`config.mk`:
```
export PLATFORM = sky130hd
export DESIGN_NAME = ram_port_arbiter
export DESIGN_NICKNAME = d
export VERILOG_FILES = /design/src/rtl/ram_arb_pkg.sv /design/src/rtl/ram_arb_starve_counter.sv /design/src/rtl/ram_port_arbiter.sv
export SDC_FILE = /design/constraint.sdc
export NUM_CORES = 1
export LEC_CHECK = 0
export CORE_AREA = 2 2 117 119
export DETAILED_ROUTE_END_ITERATION = 8
export DIE_AREA = 0 0 119 121
export PLACE_DENSITY = 0.79
export SETUP_SLACK_MARGIN = 0.1
export SLEW_MARGIN = 20
export SYNTH_ARGS = -nofsm -noshare
export SYNTH_HDL_FRONTEND = slang
export SYNTH_HIERARCHICAL = 1
export SYNTH_SLANG_ARGS = --single-unit
```
`constraint.sdc`:
```
create_clock -name clk -period 2.4 [get_ports clk]
set_input_delay 0.24 -clock clk [delete_from_list [all_inputs] [get_ports clk]]
set_output_delay 0.24 -clock clk [all_outputs]
set_load 0.01 [all_outputs]
```
`src/rtl/ram_arb_pkg.sv`:
```
`default_nettype none
// ============================================================================
// Module      : ram_arb_pkg
// Description : Shared types and constants for the RAM port arbiter.
//               rd_tag_t     - which requester owns the read in flight.
//               lock_state_t - ownership state when RAM_ARB_LOCK_EN is set.
//               CNT_W/CNT_MAX - width and saturation value of the wait counter.
// Revision    : 1.0 - initial release
// ============================================================================
package ram_arb_pkg;

  localparam int CNT_W   = 4;
  localparam int CNT_MAX = 15;

  typedef enum logic [1:0] {
    TAG_NONE = 2'd0,
    TAG_REQ0 = 2'd1,
    TAG_REQ1 = 2'd2
  } rd_tag_t;

  typedef enum logic [1:0] {
    FREE = 2'd0,
    OWN0 = 2'd1,
    OWN1 = 2'd2
  } lock_state_t;

endpackage
`default_nettype wire

```
`src/rtl/ram_arb_starve_counter.sv`:
```
`default_nettype none
// ============================================================================
// Module      : ram_arb_starve_counter
// Description : Saturating count of consecutive cycles requester 1 has been
//               denied. Clears whenever inc_i is low (requester 1 idle or
//               granted). at_limit_o is a pure function of the registered
//               count, so it can feed the grant logic without a loop.
// Ports       : clk, rst_n  - clock, asynchronous active-low reset
//               inc_i       - requester 1 requesting and not granted
//               cnt_o       - current wait count
//               at_limit_o  - cnt_o >= LIMIT
// Revision    : 1.0 - initial release
// ============================================================================
module ram_arb_starve_counter
  import ram_arb_pkg::*;
#(
  parameter int LIMIT = 4
) (
  input  logic             clk,
  input  logic             rst_n,
  input  logic             inc_i,
  output logic [CNT_W-1:0] cnt_o,
  output logic             at_limit_o
);

  logic [CNT_W-1:0] cnt_q;
  logic [CNT_W-1:0] cnt_d;

  always_comb begin
    cnt_d = '0;
    if (inc_i) begin
      if (cnt_q == CNT_W'(CNT_MAX)) begin
        cnt_d = cnt_q;
      end else begin
        cnt_d = cnt_q + 1'b1;
      end
    end
  end

  always_ff @(posedge clk or negedge rst_n) begin
    if (!rst_n) begin
      cnt_q <= '0;
    end else begin
      cnt_q <= cnt_d;
    end
  end

  assign cnt_o      = cnt_q;
  assign at_limit_o = (cnt_q >= CNT_W'(LIMIT));

endmodule
`default_nettype wire

```
`src/rtl/ram_port_arbiter.sv`:
```
`default_nettype none
// ============================================================================
// Module      : ram_port_arbiter
// Description : Shares one synchronous RAM port between the processor
//               load/store path (requester 0) and the loader/DMA path
//               (requester 1). Fixed priority to requester 0, with a
//               starvation counter that forces a grant to requester 1.
//               Reads return one cycle after grant, tagged to the requester.
// Ports       : clk, rst_n                  - clock, async active-low reset
//               reqN/weN/addrN/wdataN       - request fields, held until gnt
//               gntN                        - combinational grant
//               rvalidN/rdataN              - read return
//               ram_address/ram_data/ram_we - RAM drive (word address)
//               ram_read                    - RAM read data
//               starve_cnt                  - requester 1 wait count (debug)
//               lock0/lock1                 - only with RAM_ARB_LOCK_EN
// Config      : define RAM_ARB_LOCK_EN to add bus locking (FREE/OWN0/OWN1).
// Revision    : 1.0 - initial release
// ============================================================================
module ram_port_arbiter
  import ram_arb_pkg::*;
#(
  parameter int DATA_W       = 32,
  parameter int ADDR_W       = 32,
  parameter int STARVE_LIMIT = 4
) (
  input  logic              clk,
  input  logic              rst_n,
`ifdef RAM_ARB_LOCK_EN
  input  logic              lock0,
  input  logic              lock1,
`endif
  input  logic              req0,
  input  logic              we0,
  input  logic [ADDR_W-1:0] addr0,
  input  logic [DATA_W-1:0] wdata0,
  input  logic              req1,
  input  logic              we1,
  input  logic [ADDR_W-1:0] addr1,
  input  logic [DATA_W-1:0] wdata1,
  output logic              gnt0,
  output logic              gnt1,
  output logic              rvalid0,
  output logic              rvalid1,
  output logic [DATA_W-1:0] rdata0,
  output logic [DATA_W-1:0] rdata1,
  output logic [ADDR_W-1:0] ram_address,
  output logic [DATA_W-1:0] ram_data,
  output logic              ram_we,
  input  logic [DATA_W-1:0] ram_read,
  output logic [CNT_W-1:0]  starve_cnt
);

  logic        w_at_limit;
  logic        w_arb0;
  logic        w_arb1;
  logic        w_gnt0;
  logic        w_gnt1;
  rd_tag_t     rd_tag_d;
  rd_tag_t     rd_tag_q;
  logic [DATA_W-1:0] rdata0_q;
  logic [DATA_W-1:0] rdata1_q;

  // Unlocked arbitration: requester 1 wins only when alone or starved.
  assign w_arb1 = req1 & (~req0 | w_at_limit);
  assign w_arb0 = req0 & ~w_arb1;

`ifdef RAM_ARB_LOCK_EN
  lock_state_t lock_q;
  lock_state_t lock_d;

  always_comb begin
    lock_d = lock_q;
    w_gnt0 = 1'b0;
    w_gnt1 = 1'b0;
    case (lock_q)
      OWN0: begin
        w_gnt0 = req0;
        if (req0 && !lock0) lock_d = FREE;
      end
      OWN1: begin
        w_gnt1 = req1;
        if (req1 && !lock1) lock_d = FREE;
      end
      default: begin
        w_gnt0 = w_arb0;
        w_gnt1 = w_arb1;
        if (w_arb0 && lock0) begin
          lock_d = OWN0;
        end else if (w_arb1 && lock1) begin
          lock_d = OWN1;
        end
      end
    endcase
  end

  always_ff @(posedge clk or negedge rst_n) begin
    if (!rst_n) begin
      lock_q <= FREE;
    end else begin
      lock_q <= lock_d;
    end
  end
`else
  assign w_gnt0 = w_arb0;
  assign w_gnt1 = w_arb1;
`endif

  assign gnt0 = w_gnt0;
  assign gnt1 = w_gnt1;

  // Counter advances only while requester 1 waits; any other cycle clears it.
  ram_arb_starve_counter #(
    .LIMIT(STARVE_LIMIT)
  ) u_starve (
    .clk       (clk),
    .rst_n     (rst_n),
    .inc_i     (req1 & ~w_gnt1),
    .cnt_o     (starve_cnt),
    .at_limit_o(w_at_limit)
  );

  // RAM drive mux and read-tag capture.
  always_comb begin
    ram_we      = 1'b0;
    ram_address = '0;
    ram_data    = '0;
    rd_tag_d    = TAG_NONE;
    if (w_gnt0) begin
      ram_we      = we0;
      ram_address = {2'b00, addr0[ADDR_W-1:2]};
      ram_data    = wdata0;
      rd_tag_d    = we0 ? TAG_NONE : TAG_REQ0;
    end else if (w_gnt1) begin
      ram_we      = we1;
      ram_address = {2'b00, addr1[ADDR_W-1:2]};
      ram_data    = wdata1;
      rd_tag_d    = we1 ? TAG_NONE : TAG_REQ1;
    end
  end

  // rdataN_q remembers the last returned word so rdata holds while rvalid
  // is low; during the return cycle the RAM output passes straight through
  // because the RAM itself supplies the one-cycle latency.
  always_ff @(posedge clk or negedge rst_n) begin
    if (!rst_n) begin
      rd_tag_q <= TAG_NONE;
      rdata0_q <= '0;
      rdata1_q <= '0;
    end else begin
      rd_tag_q <= rd_tag_d;
      if (rd_tag_q == TAG_REQ0) rdata0_q <= ram_read;
      if (rd_tag_q == TAG_REQ1) rdata1_q <= ram_read;
    end
  end

  assign rvalid0 = (rd_tag_q == TAG_REQ0);
  assign rvalid1 = (rd_tag_q == TAG_REQ1);
  assign rdata0  = rvalid0 ? ram_read : rdata0_q;
  assign rdata1  = rvalid1 ? ram_read : rdata1_q;

endmodule
`default_nettype wire

```
==> results.toml <==
[run_status]
status = "finished, final reports clean"

[clock_tree]
cts_buffer_depth = 2
cts_buffers = 9
clock-sinks = 70
h-tree-depth = 3
cts_tree = "done"
root_buffer = "clkbuf_16"
clk_latency_ns = 0.32
clkTransAtPathRegs_ns = 0.05

[sta]
setup-violations-final = 0
rsz0062_at_grt = "true"
clock.fmax_ghz = 0.441
fin_crit_sh = 0.946
slew_viol_final = 0
hold_violations = 0
skew_ns = 0.00540
period_needed_ns = 2.27
tightest_slew_ns = 0.735
slew_headroom = 0.510
setup_tns_ns = 0

[cells_and_area]
final_util = 0.557
nets = 723
syn2layout_area_growth_pct = 94.2
multi_input_area_sq_um = 1770
drive_gt1_frac = 0.189
fillCellCount = 1085
register_area_sq_um = 1750
final_common_cell = "clkdlybuf4s50_1"
layout.cells.most_common_list = "clkdlybuf4s50_1 (229), dfrtp_1 (70), dlygate4sd2_1 (64), a32o_1 (62), mux2_4 (58)"
n_antenna_cell = 0

[global_routing]
grt_use_total = 0.187
grtUsageMet2 = 0.337
grt_pass1_wl_microns = 20800
grtUsageMet1 = 0.221
met3_usage = 0.0446
first_global_vias = 3790
grt_max_degree = 66
antenna_found_initial = 0
top_usage_layer = "met2"
grt_overflow_total = 0

[routing]
drt_iter0_markers = 191
wl_per_cell_microns = 19.1
drc = 0
dr.pass1.iters = 4
viasPerCell = 4.85
wl_microns = 14100
vias = 3571
antenna_left = 0

[worst_setup_path]
path_max_fanout = 27
critPathKind = "reg -> out"
crit_family = "buffers and inverters"
critPathMaxStageDelay_ns = 0.49
worst_path_max_delay_cell = "clkdlybuf4s50_1"
end_kind = "primary output"
timing.critical_path.buf_inv = 2
required_ns = 2.16
arrival_ns = 2.03
crit_path_cell_trace = "nor2b_4 > buf_12 > mux2_1 > clkdlybuf4s50_1"
worstSetupStartpointType = "register"

[power_and_ir_drop]
power_per_cell_area_nw_per_um2 = 604
irDropWorstVdd_mv = 0.318
p_leak_uw = 0.00325

[yosys]
ys.flop_type = "dfrtp_1"
synthArstFlopShare = 1.00
synthSimpleGateAreaFrac = 0.0253
synth-adder-area-share = 0.00333
ys_warn_count = 6
postSynthCellCount = 255
synth-seq-cells = 70
muxShareOfSynthArea = 0.255
synth_cell_type_count = 28
syn_avg_cell_area_sq_um = 14.7
synth-compound-area-share = 0.179
synth-edff-count = 0
yosysSeqAreaShare = 0.467
synth_xor_area_frac = 0
synth_top_family_by_area = "multiplexers"
syn-cell-area_sq_um = 3750

[placement]
dp.final_hpwl_microns = 10500
portBuffers = 296
routabilityCongestion = 0.859

[floorplanning]
die_h_microns = 121
start_util = 0.287
boundaryPins = 303
die_w_microns = 119
row_count = 42
core_sq_um = 13100
die_area_sq_um = 14400

[worst_hold_path]
hold_path.class = "in -> reg"

[flow_run]
maxCapViolCount = 0
[stage by stage]
stage	cell area, sq um	setup WS, ns	cells	hold WS (ns)	total power, uW
detailed placement	6860	0.157	709	0.339	3120
global route	7290	0.0552	737	0.463	4610
CTS	7260	0.0750	736	0.437	4450
global placement	6860	0.179	709	0.311	3090
floorplan	3760	0.644	256	-0.0556	2150
finish	7290	0.130	737	0.453	4400
[kinds of logic after synthesis]
family | count (synthesis)
flops | 70
compound gates | 68
mux | 66
buf+inv | 34
simple gates | 15
fa+ha+maj | 1
other cells | 1
[power by group]
part	total, uW	switching (uW)	internal (uW)
Sequential	1450	64.1	1390
Combinational	1630	593	1040
Clock	1320	459	859
[registers in the layout (all words and copies together), names as in the netlist]
| signal | flops |
|---|---|
| rdata0_q | 32 |
| rdata1_q | 32 |
| u_starve/cnt_o | 4 |
| rd_tag_q | 2 |
[area by class of cell]
cell class                 count  share of cell area
clock buffer                  13              0.0357
clock inverter                 3             0.00584
inverter                       3             0.00155
multi-input combinational    152               0.243
sequential                    70               0.240
tap                          176              0.0302
timing repair buffer         320               0.443
[cells in the mapped netlist, types with 2 or more instances]
cell type	n	area, sq um
dfrtp_1	70	1750
a32o_1	63	631
mux2_4	58	871
buf_6	13	146
buf_2	9	45.0
buf_4	6	45.0
mux2_1	6	67.6
clkbuf_1	3	11.3
nand2_1	3	11.3
nand2b_1	3	18.8
inv_1	2	7.51
mux2i_1	2	20.0
nor2b_1	2	12.5
[worst reg2reg max path, delay by kind of cell (launching register included)]
family          cells  cell delay [ns]
buf+inv             1             0.20
flops               1             0.38
simple gates        3             0.75
compound gates      2             0.37
[repair_timing]
item                       4_1_cts  5_1_grt
cloned                           3        1
buffers inserted                 7        0
pin swaps                        1        0
resized for setup               70        3
hold endpoints to repair        30        0
hold buffers                     1        0
setup endpoints to repair       91       42
[routing by layer]
layer	vias to the layer above	share of wire
met1	1762	0.39
met3	17	0.068
li1	1610	-
met4	0	0.014
met5	-	0
met2	182	0.53
[path summary, 6_finish.rpt]
kind | startpoint | to | slack (ns) | cells past startpoint
min in group asynchronous | rst_n | rdata1_q[14]$_DFF_PN0_ | 0.52 | 2
hold reg to reg | rdata0_q[1]$_DFF_PN0_ | rdata0_q[1]$_DFF_PN0_ | 0.49 | 1
setup reg to reg | u_starve/cnt_o[2]$_DFFE_PN0P_ | u_starve/cnt_o[2]$_DFFE_PN0P_ | 0.62 | 6
hold / removal | req1 | rd_tag_q[1]$_DFF_PN0_ | 0.45 | 4
setup / recovery | rd_tag_q[1]$_DFF_PN0_ | rdata0[0] | 0.13 | 4
max in group asynchronous | rst_n | rdata0_q[1]$_DFF_PN0_ | 1.21 | 3
(Power assumes the default switching activity.)
